[config.mk]
export PLATFORM = sky130hd
export DESIGN_NAME = std_gray_ptr_sync
export DESIGN_NICKNAME = d
export VERILOG_FILES = /design/src/rtl/std_gray_ptr_sync.sv
export SDC_FILE = /design/constraint.sdc
export NUM_CORES = 1
export LEC_CHECK = 0
export ABC_AREA = 0
export BUFFER_PORTS_ARGS = -buffer_cell sky130_fd_sc_hd__buf_2
export CAP_MARGIN = 20
export CORE_ASPECT_RATIO = 1.2
export CORE_MARGIN = 1
export CORE_UTILIZATION = 50
export DETAILED_ROUTE_END_ITERATION = 10
export PLACE_DENSITY = 0.79
export SETUP_SLACK_MARGIN = 0.02
export SLEW_MARGIN = 20
export SYNTH_ARGS = -nofsm -noshare
export SYNTH_HDL_FRONTEND = slang
export SYNTH_SLANG_ARGS = --single-unit
[constraint.sdc]
create_clock -name i_clk -period 2.8 [get_ports i_clk]
set_input_delay 0.28 -clock i_clk [delete_from_list [all_inputs] [get_ports i_clk]]
set_output_delay 0.28 -clock i_clk [all_outputs]
set_load 0.1 [all_outputs]
[src/rtl/std_gray_ptr_sync.sv]
// Destination-domain Gray pointer synchroniser: flop chain, binary decode, per-change delta
// reporting and a sticky flag for any sampled step that is not a single-bit Gray step.
module std_gray_ptr_sync #(
  parameter int WIDTH  = 8,
  parameter int STAGES = 2
) (
  input  logic             i_clk,
  input  logic             i_rst,
  input  logic [WIDTH-1:0] i_gray,
  input  logic             i_clear_err,
  output logic [WIDTH-1:0] o_gray_sync,
  output logic [WIDTH-1:0] o_bin,
  output logic [WIDTH-1:0] o_delta,
  output logic             o_update,
  output logic             o_err,
  output logic             o_ready
);

  typedef enum logic [1:0] {INIT, PRIME, RUN} state_t;

  localparam int CNT_W = $clog2(STAGES + 1);

  state_t           state, state_nxt;
  logic [CNT_W-1:0] fill_cnt;
  logic             prime_en, run_en;

  logic [WIDTH-1:0] sync_p0 [STAGES];
  logic [WIDTH-1:0] prev_gray_p1;
  logic [WIDTH-1:0] dec_bin;
  logic             changed, multi_bit;

  function automatic logic [WIDTH-1:0] gray_to_bin(input logic [WIDTH-1:0] g);
    logic [WIDTH-1:0] b;
    b[WIDTH-1] = g[WIDTH-1];
    for (int i = WIDTH - 2; i >= 0; i--) b[i] = b[i+1] ^ g[i];
    return b;
  endfunction

  // Non-zero after clearing the lowest set bit means at least two bits differ.
  function automatic logic more_than_one_bit(input logic [WIDTH-1:0] x);
    return (x & (x - 1'b1)) != '0;
  endfunction

  // Stage p0: synchroniser chain, no logic between flops
  always_ff @(posedge i_clk) begin
    if (i_rst) begin
      for (int k = 0; k < STAGES; k++) sync_p0[k] <= '0;
    end else begin
      sync_p0[0] <= i_gray;
      for (int k = 1; k < STAGES; k++) sync_p0[k] <= sync_p0[k-1];
    end
  end

  assign o_gray_sync = sync_p0[STAGES-1];

  always_ff @(posedge i_clk) begin
    if (i_rst) begin
      state    <= INIT;
      fill_cnt <= '0;
    end else begin
      state <= state_nxt;
      if (state == INIT) fill_cnt <= fill_cnt + 1'b1;
    end
  end

  always_comb begin
    state_nxt = state;
    case (state)
      INIT:    if (fill_cnt == CNT_W'(STAGES - 1)) state_nxt = PRIME;
      PRIME:   state_nxt = RUN;
      RUN:     state_nxt = RUN;
      default: state_nxt = INIT;
    endcase
  end

  always_comb begin
    prime_en = (state == PRIME);
    run_en   = (state == RUN);
    o_ready  = (state == RUN);
  end

  assign dec_bin   = gray_to_bin(o_gray_sync);
  assign changed   = (o_gray_sync != prev_gray_p1);
  assign multi_bit = more_than_one_bit(o_gray_sync ^ prev_gray_p1);

  // Stage p1: previous Gray sample, reloaded by PRIME before it is ever compared
  always_ff @(posedge i_clk) begin
    if (prime_en || run_en) prev_gray_p1 <= o_gray_sync;
  end

  // Stage p1: decoded pointer, delta, update strobe and sticky error
  always_ff @(posedge i_clk) begin
    if (i_rst) begin
      o_bin    <= '0;
      o_delta  <= '0;
      o_update <= 1'b0;
      o_err    <= 1'b0;
    end else begin
      o_update <= run_en && changed;
      if (prime_en || run_en) o_bin <= dec_bin;
      if (run_en && changed) o_delta <= dec_bin - o_bin;
      if (run_en && multi_bit) o_err <= 1'b1;
      else if (i_clear_err)    o_err <= 1'b0;
    end
  end

endmodule

# --- Word level (Yosys, flattened, before mapping) ---
# Memories as Yosys holds them, arrays and structs flattened.
# Index checks and enable logic that the tools add are counted.
op_classes:
  n_addsub: 3
  n_eq_ne: 5
  mux: 9
  n_bitwise: 11
  reduce_logical: 7
ops:
  columns: ["op", "count"]
  rows:
  - ["$mux W8", 2]
  - ["$and A8 B8 Y8", 1]
  - ["$ne A8 B8 Y1", 1]
  - ["$reduce_bool A8 Y1", 1]
  - ["$sub A8 B1 Y8 const B", 1]
  - ["$sub A8 B8 Y8", 1]
  - ["$xor A8 B8 Y8", 1]
  - ["$xor A1 B1 Y1", 7]
  - ["$mux W1", 5]
  - ["$eq A2 B1 Y1 const B", 2]
  - ["$pmux W2 S2", 1]
  - ["$add A2 B1 Y2 const B", 1]
  - ["$eq A2 B2 Y1 const B", 1]
  - ["$logic_and A1 B1 Y1", 2]
  - ["$logic_not A2 Y1", 1]
  - ["$mux W2", 1]
  - ["$ne A2 B1 Y1 const B", 1]
  - ["$or A1 B1 Y1", 2]
  - ["$reduce_bool A2 Y1", 1]
  - ["$reduce_or A2 Y1", 1]
  - ["$logic_or A1 B1 Y1", 1]
totals:
  regBits: 30
  ram_bits: 16
  in_bits: 11
  out_inout_bits: 27
  wordCells: 43
  memories: 1
mem_list:
  columns: ["name", "words", "word_bits", "read_ports", "rd_ports_with_merged_regs", "write_ports", "line_no", "rtl"]
  rows:
  - ["sync_p0", 2, 8, 2, 0, 2, "27", "logic [WIDTH-1:0] sync_p0 [STAGES];"]

# --- Logic depth before layout (Yosys ltp) ---
# Gate-level depths: netlist (run 1).
logic_depth:
  word_depth: 8
  ltp_mapped: 14
  depth_no_buf: 13

# --- Worst setup path before layout (run 1) ---
# Ideal clock, no wire load.
synth_path:
  path_type: "register to register"
  start: "memory sync_p0[1][6], in the netlist sync_p0[0][14]"
  end: "register o_delta[6]"
  setup_ns: 0.132
  t_arrival_ns: 2.947
  required_time_ns: 2.668
  slack_ns: -0.279
  path_stages_with_launch: 15
  n_path_buf: 1
  period_less_slack_ns: 3.079
  cell_sequence: "dfxtp_1 > clkbuf_1 > xor3_2 > xnor2_4 > inv_2 > xnor2_4 > xnor2_1 > ha_1 > fa_1 > nor2b_1 > o31a_1 > o21ai_0 > and3_1 > o21ai_0 > a21oi_1"
synth_lines:
  columns: ["item", "line_no", "rtl"]
  rows:
  - ["start, declared", "27", null]
  - ["end signal, assigned", "101", "if (run_en && changed) o_delta <= dec_bin - o_bin;"]
  - ["end, declared", "13", "output logic [WIDTH-1:0] o_delta,"]

==> results of run 1 <==
worst paths after layout:
path	from	endpoint	cells past startpoint
max	sync_p0[0][15]	o_delta[5]	13
min	i_gray[3]	sync_p0[0][3]	2
max reg2reg	sync_p0[0][15]	o_delta[5]	13
min reg2reg	sync_p0[0][5]	sync_p0[0][13]	1
synth_stat cells, types with 2 or more instances:
master,n
sky130_fd_sc_hd__o21a_1,2
sky130_fd_sc_hd__nor3_1,2
sky130_fd_sc_hd__ha_1,11
sky130_fd_sc_hd__dfxtp_1,38
sky130_fd_sc_hd__mux2i_1,7
sky130_fd_sc_hd__a211oi_1,5
sky130_fd_sc_hd__a21oi_1,12
sky130_fd_sc_hd__xnor2_4,2
sky130_fd_sc_hd__xor2_1,6
sky130_fd_sc_hd__clkbuf_1,5
sky130_fd_sc_hd__xnor2_1,12
sky130_fd_sc_hd__inv_1,15
sky130_fd_sc_hd__buf_4,8
sky130_fd_sc_hd__nor2b_1,19
sky130_fd_sc_hd__nand2_1,13
sky130_fd_sc_hd__o21ai_0,7
sky130_fd_sc_hd__edfxtp_1,8
sky130_fd_sc_hd__nor2_1,18
sequential cells by signal, indices dropped and copies added, names as in the netlist:
| name | cells |
|---|---|
| o_update | 1 |
| fill_cnt | 2 |
| sync_p0 | 16 |
| prev_gray_p1 | 8 |
| o_bin | 8 |
| state | 2 |
| o_delta | 8 |
| o_err | 1 |
power groups by stage:
stage | Sequential (W) | Clock, W | Combinational [W]
6_report | 0.000948 | 0.000598 | 0.00180
2_1_floorplan | 0.00146 | 0 | 0.000839
4_1_cts | 0.000949 | 0.000610 | 0.00174
3_3_place_gp | 0.000956 | 0 | 0.00161
3_5_place_dp | 0.000963 | 0 | 0.00164
5_1_grt | 0.000967 | 0.000629 | 0.00193
final cells by class:
cell class                 instances  area, µm²  share of cell area, %
multi-input combinational        136       1056                  39.62
sequential                        46       1003                  37.65
timing repair buffer              57      335.3                  12.58
clock buffer                       6      82.58                  3.099
tap                               54      67.56                  2.535
clock inverter                     2      60.06                  2.254
inverter                          16      60.06                  2.254
logic make-up after synthesis:
family | count (synthesis)
buffers and inverters | 31
AO/OA/AOI/OAI | 36
XOR/XNOR | 22
AND/OR/NAND/NOR | 59
multiplexers | 7
flip-flops | 46
adder cells (fa/ha/maj) | 12
worst max-delay path: stages (launching register included):
cell	delay, ns
sky130_fd_sc_hd__dfxtp_2	0.33
sky130_fd_sc_hd__xor3_2	0.48
sky130_fd_sc_hd__xnor2_4	0.17
sky130_fd_sc_hd__inv_2	0.08
sky130_fd_sc_hd__xnor2_4	0.22
sky130_fd_sc_hd__xor2_2	0.23
sky130_fd_sc_hd__ha_1	0.26
sky130_fd_sc_hd__nor2b_1	0.14
sky130_fd_sc_hd__o211ai_1	0.17
sky130_fd_sc_hd__buf_4	0.16
sky130_fd_sc_hd__a31oi_2	0.10
sky130_fd_sc_hd__nor3_1	0.19
sky130_fd_sc_hd__nand3b_1	0.13
sky130_fd_sc_hd__a21oi_1	0.07
routing by layer:
metal  vias up  routed length, µm  global-route usage (%)
li1        799                  -                       -
met1       719               1664                   22.20
met2        55               2056                   33.33
met3         9                231                   5.217
met4         0                 70                   11.11
met5         -                  0                       0
stage by stage:
step | setup TNS [ns] | util [%] | power, W | area (µm²)
global placement | 0 | 60.00 | 0.002562 | 2421
CTS | -0.1230 | 65.21 | 0.003304 | 2631
floorplan | -0.1029 | - | 0.002302 | 2172
global route | -0.6528 | 66.05 | 0.003526 | 2665
detailed placement | -0.1729 | 60.00 | 0.002601 | 2421
finish | -0.1634 | 66.05 | 0.003347 | 2665
repair_timing:
action / in CTS / in global routing
resized for setup: 5 / 6
pin swaps: 8 / 4
cloned: 0 / 0
buffers inserted: 5 / 4
endpoints found under the setup margin: 3 / 4
==> qor.log, run 1 <==
qor: routing.detail_route.iter0.violations 87
qor: clocking.clock_tree_buffer_depth 2
qor: worst_setup_path.critical_path_required 2.96 ns
qor: synth.synth-simple-area-share 13.39%
qor: synth.synth-async-reset-ratio 0%
qor: clocking.worstSkewPairLatency 0.30 ns
qor: die.num_rows 25
qor: finish.layout-area-overhead-vs-synth 23.48%
qor: synth.synth_top_area_share 35.25%
qor: global_routing.grt_first_pass_wirelength 6472 µm
qor: routing.dr_total_vias 1,582
qor: run_status.run_status finished with violations
qor: synth.post_synth_instance_area 2158 µm²
qor: clocking.cts-root-buf sky130_fd_sc_hd__clkbuf_8
qor: routing.drtPass1Iterations 4
qor: pwr.p_int 0.001826 W
qor: worst_setup_path.worst-setup-path-type reg -> reg
qor: clocking.cts-htree-levels 2
qor: pwr.netSwitchingPower 0.001521 W
qor: worst_setup_path.worst-path-max-fanout 3
qor: global_routing.antenna_found_initial 0
qor: finish.ratio_of_cells_with_drive_above_1_in_the_final_layout 32.32%
qor: pwr.power.leakage 1.151 nW
qor: worst_setup_path.worst-r2r-setup-slack -0.08 ns
qor: routing.aggregate_routed_wire_length 4023 µm
qor: finish.fillerInstances 324
qor: clocking.numCtsBuffers 5
qor: sta.final.hold.worst_slack 0.1908 ns
qor: placement.post-place-cells 301
qor: placement.post-dp-hpwl 2759 µm
qor: pwr.pwr-share-seq 28.3%
qor: global_routing.grt-ovfl-total 0
qor: sta.finalMaxSlewViolations 0
qor: finish.layout_commonest_cell sky130_fd_sc_hd__buf_2
qor: sta.rsz0062_at_grt yes
qor: sta.maxSlewHeadroom 43.41%
qor: synth.yosys.area.top_type sky130_fd_sc_hd__dfxtp_1
qor: sta.max_slew.worst_pin.slew 0.8488 ns
qor: min_path.hp-class in -> reg
qor: sta.hold_viol_final 0
qor: finish.final_nets 285
qor: synth.synth_seq_cells 46
qor: synth.synth-compound-area-share 10.78%
qor: die.die-area 4584 µm²
qor: pwr.netSwitchingFraction 45.45%
qor: synth.ys_top_cells_by_area sky130_fd_sc_hd__dfxtp_1 35%, sky130_fd_sc_hd__edfxtp_1 11%, sky130_fd_sc_hd__ha_1 6.4%
qor: synth.post_synthesis_xor_xnor_area_fraction 11.77%
qor: placement.port-buffer-count 37
qor: run.max-cap-violations 0
qor: synth.edff_count_synth 8
qor: sta.finalSetupViolations 3
qor: sta.max_freq 346.8 MHz
qor: sta.layout_min_cycle_time 2.883 ns
qor: synth.synth_nets 236
qor: synth.synth_warnings 0
qor: worst_setup_path.critical_path_arrival 3.04 ns
qor: synth.ys.flop_type sky130_fd_sc_hd__dfxtp_1
qor: synth.synth-adder-area-share 7.304%
qor: clocking.cts_tree built
qor: finish.diodes 0
qor: clocking.cts.sinks 46
qor: finish.final_cells 317
qor: synth.muxShareOfSynthArea 3.246%
qor: die.die_h 73.97 µm
qor: global_routing.grt_pass1_vias 1,555
qor: clocking.postCtsHoldBufs 0
qor: die.boundaryPins 38
qor: clocking.clkSlewWorstSetupHoldPaths 0.08 ns
qor: synth.main_combinational_cell_family_by_area_after_synthesis simple AND/OR/NAND/NOR gates
qor: synth.synth_cells 213
qor: finish.final_cell_mix 37 x sky130_fd_sc_hd__buf_2, 36 x sky130_fd_sc_hd__dfxtp_1, 20 x sky130_fd_sc_hd__buf_4
qor: synth.syn-mean-instance-area 10.13 µm²
qor: global_routing.grt_max_degree 39
qor: pwr.max-vdd-ir-drop 0.6210 mV
qor: placement.finalWeightedCongestion 0.8811
qor: placement.dp_slack -0.08066 ns
qor: die.die_w 61.98 µm
qor: sta.timing.clock.skew 0.003675 ns
qor: pwr.power.clock.fraction 17.9%
qor: die.initial_utilization 53.49%
qor: synth.count_of_different_cell_masters_after_synthesis 41
qor: synth.synth.yosys.seq_area_share 46.38%
qor: global_routing.groute.usage.overall 19.82%
qor: pwr.power.density 1256 nW/µm²
qor: sta.finalWorstSetupSlack -0.08331 ns
qor: worst_setup_path.critPathLaunchType flip-flop
qor: routing.post_drt_via_cell_ratio 4.991
qor: routing.post-route-drc-count 0
qor: pwr.comb_power_share 53.8%
qor: worst_setup_path.worst_setup_path_end_kind flip-flop
qor: die.placeable_core_region 4035 µm²
qor: sta.layout_worst_path_cycle_share 103.0%
qor: routing.post_drt_wl_per_cell 12.69 µm
qor: routing.drtAntennaViolNets 0
qor: run_status.failed_checks setup timing
Power figures use the tool's default switching activity.
==> run 2, diff against run 1 <==
- CORE_UTILIZATION: 50 -> 52
- CTS_BUF_LIST: unset -> sky130_fd_sc_hd__clkbuf_4 sky130_fd_sc_hd__clkbuf_8
- PLACE_DENSITY: 0.79 -> 0.82
- TNS_END_PERCENT: unset -> 50
==> run 2 against run 1 <==
Compared with the run above:
- the flow still finishes with violations (setup timing)
- power shrank 6.9%
- register-to-register slack is essentially flat
- die area shrank 3.7%
- count of clock-buffer cells in the layout is the same
- clock power shrank 18%
==> qor.log, run 2 (synthesis results as in run 1) <==
qor: finish.layout-area-overhead-vs-synth 18.84%
qor: routing.post_drt_via_cell_ratio 5.058 [+1.3%]
qor: run.max-cap-violations 0 [unchanged]
qor: global_routing.grt-ovfl-total 0 [unchanged]
qor: worst_setup_path.critical_path_required 2.96 ns [about the same]
qor: finish.largest-register sync_p0
qor: worst_setup_path.crit-reg2reg-launch sync_p0[0][15]
qor: die.die-area 4413 µm² [-3.7%]
qor: global_routing.groute.usage.overall 19.98% [+0.16 points]
qor: die.boundaryPins 38 [unchanged]
qor: placement.post-dp-hpwl 2662 µm [-3.5%]
qor: global_routing.grt_pass1_vias 1,540 [-0.96%]
qor: sta.finalWorstSetupSlack -0.07039 ns [+0.01291 ns]
qor: global_routing.global_route.usage.met3 4.610% [-0.61 points]
qor: worst_setup_path.worst_r2r_path_depth 12 [-1]
qor: sta.finalMaxSlewViolations 0 [unchanged]
qor: routing.drtPass1Iterations 4 [unchanged]
qor: sta.rsz0062_at_grt yes
qor: finish.final_nets 279 [-2.1%]
qor: finish.diodes 0 [unchanged]
qor: sta.layout_min_cycle_time 2.870 ns [-0.01291 ns]
qor: worst_setup_path.worst_setup_path_end_kind flip-flop
qor: die.initial_utilization 54.33% [+0.84 points]
qor: sta.layout_worst_path_cycle_share 102.5% [-0.46 points]
qor: worst_setup_path.critical_path_arrival 3.03 ns [about the same]
qor: global_routing.use_met2 35.29% [+2.0 points]
qor: pwr.power.leakage 1.108 nW [-3.7%]
qor: global_routing.grt_max_degree 39 [unchanged]
qor: run_status.failed_checks setup timing
qor: clocking.postCtsHoldBufs 0 [unchanged]
qor: global_routing.antenna_found_initial 0 [unchanged]
qor: worst_setup_path.worst-r2r-setup-slack -0.07 ns [about the same]
qor: clocking.numCtsBuffers 5 [unchanged]
qor: worst_setup_path.rr_endpoint o_delta[5]
qor: finish.largest_register_ffs 16 [unchanged]
qor: placement.dp_slack -0.06583 ns [+0.01483 ns]
qor: finish.final_cell_mix 37 x sky130_fd_sc_hd__buf_2, 36 x sky130_fd_sc_hd__dfxtp_1, 18 x sky130_fd_sc_hd__nor2_1
qor: pwr.max-vdd-ir-drop 0.6011 mV [-3.2%]
qor: worst_setup_path.worst-path-max-fanout 3 [unchanged]
qor: global_routing.grt_use_met1 22.58% [+0.38 points]
qor: routing.post_drt_wl_per_cell 12.27 µm [-3.3%]
qor: clocking.cts_tree built
qor: worst_setup_path.worst-setup-path-type reg -> reg
qor: clocking.cts.sinks 46 [unchanged]
qor: die.num_rows 25 [unchanged]
qor: sta.hold_viol_final 0 [unchanged]
qor: sta.timing.clock.skew 0.006485 ns [+0.002810 ns]
qor: pwr.power.density 1215 nW/µm² [-3.2%]
qor: finish.fillerInstances 333 [+2.8%]
qor: clocking.worstSkewPairLatency 0.30 ns [about the same]
qor: min_path.hp-class in -> reg
qor: placement.finalWeightedCongestion 0.8222 [-6.7%]
qor: sta.max_freq 348.4 MHz [+0.45%]
qor: clocking.clkSlewWorstSetupHoldPaths 0.08 ns [about the same]
qor: clocking.clock_tree_buffer_depth 2 [unchanged]
qor: sta.max_slew.worst_pin.slew 0.8318 ns [-0.01695 ns]
qor: finish.layout_commonest_cell sky130_fd_sc_hd__buf_2
qor: clocking.cts-htree-levels 2 [unchanged]
qor: worst_setup_path.critPathLaunchType flip-flop
qor: routing.drtAntennaViolNets 0 [unchanged]
qor: finish.ratio_of_cells_with_drive_above_1_in_the_final_layout 28.79% [-3.5 points]
qor: placement.port-buffer-count 37 [unchanged]
qor: finish.final_cell_area 2565 µm² [-3.8%]
qor: sta.finalSetupViolations 3 [unchanged]
qor: placement.detailed_place.area 2421 µm² [unchanged]
qor: min_path.timing.hold.worst.start i_gray[3]
qor: die.placeable_core_region 3973 µm² [-1.6%]
qor: die.die_h 72.58 µm [-1.9%]
qor: global_routing.grt_first_pass_wirelength 6520 µm [+0.74%]
qor: global_routing.grt-busiest-layer met2
qor: clocking.cts-root-buf sky130_fd_sc_hd__clkbuf_8
qor: worst_setup_path.cp-startpoint sync_p0[0][15]
qor: die.die_w 60.81 µm [-1.9%]
qor: sta.maxSlewHeadroom 44.54% [+1.1 points]
qor: routing.post-route-drc-count 0 [unchanged]
qor: routing.dr_total_vias 1,573 [-0.57%]
qor: worst_setup_path.timing.critical_path.to o_delta[5]
qor: run_status.run_status finished with violations
qor: routing.aggregate_routed_wire_length 3816 µm [-5.1%]
qor: routing.detail_route.iter0.violations 69 [-21%]
qor: sta.setup_total_negative_slack -0.1469 ns [+0.01657 ns]
run 2: area by class of cell:
class,instances,area (µm²),area share [%]
tap,54,67.56,2.634
inverter,16,60.06,2.341
clock buffer,6,76.32,2.976
sequential,46,1003,39.12
multi-input combinational,136,1030,40.15
clock inverter,2,37.54,1.463
timing repair buffer,51,290.3,11.32
run 2: power by group:
part	internal (W)	switching (W)	leakage, nW
Combinational	0.000520	0.00116	0.663
Sequential	0.000857	0.0000885	0.390
Clock	0.000276	0.000217	0.0548
Total	0.00165	0.00146	1.11
run 2: worst max-delay path, cell delays in order (launching register included):
cell and delay, ns:
sky130_fd_sc_hd__dfxtp_2 0.33, sky130_fd_sc_hd__xor3_2 0.48, sky130_fd_sc_hd__xnor2_4 0.16, sky130_fd_sc_hd__inv_2 0.08, sky130_fd_sc_hd__xnor2_4 0.21, sky130_fd_sc_hd__xor2_2 0.23
sky130_fd_sc_hd__ha_1 0.28, sky130_fd_sc_hd__nor2b_4 0.13, sky130_fd_sc_hd__o211ai_1 0.29, sky130_fd_sc_hd__a31oi_1 0.17, sky130_fd_sc_hd__nor3_1 0.18, sky130_fd_sc_hd__nand3b_1 0.14
sky130_fd_sc_hd__a21oi_2 0.06
run 2: through the flow:
stage / power [W] / util, % / hold WS (ns) / cells
2_1_floorplan: 0.002302 / - / 0.4082 / 213
3_3_place_gp: 0.002555 / 60.94 / 0.4164 / 301
3_5_place_dp: 0.002592 / 60.94 / 0.4204 / 301
4_1_cts: 0.003117 / 64.28 / 0.1836 / 311
5_1_grt: 0.003314 / 64.57 / 0.1870 / 311
6_report: 0.003117 / 64.57 / 0.1844 / 311
run 2: layer usage:
metal,routed length [µm],up-vias
met5,0,-
met4,91,0
met3,203,11
met2,1923,56
met1,1598,717
li1,-,789
run 2: worst min path at each step:
stage               cells past startpoint              to  slack [ns]
finish                                  2   sync_p0[0][3]        0.18
global route                            2   sync_p0[0][3]        0.19
CTS                                     2   sync_p0[0][5]        0.18
detailed placement                      1  sync_p0[0][13]        0.42
global placement                        1  sync_p0[0][10]        0.42
floorplan                               1   sync_p0[0][0]        0.41
run 2: repair_timing:
action	in CTS	in global routing
resized for setup	3	3
pin swaps	10	9
setup endpoints to repair	3	4
setup buffers	2	0
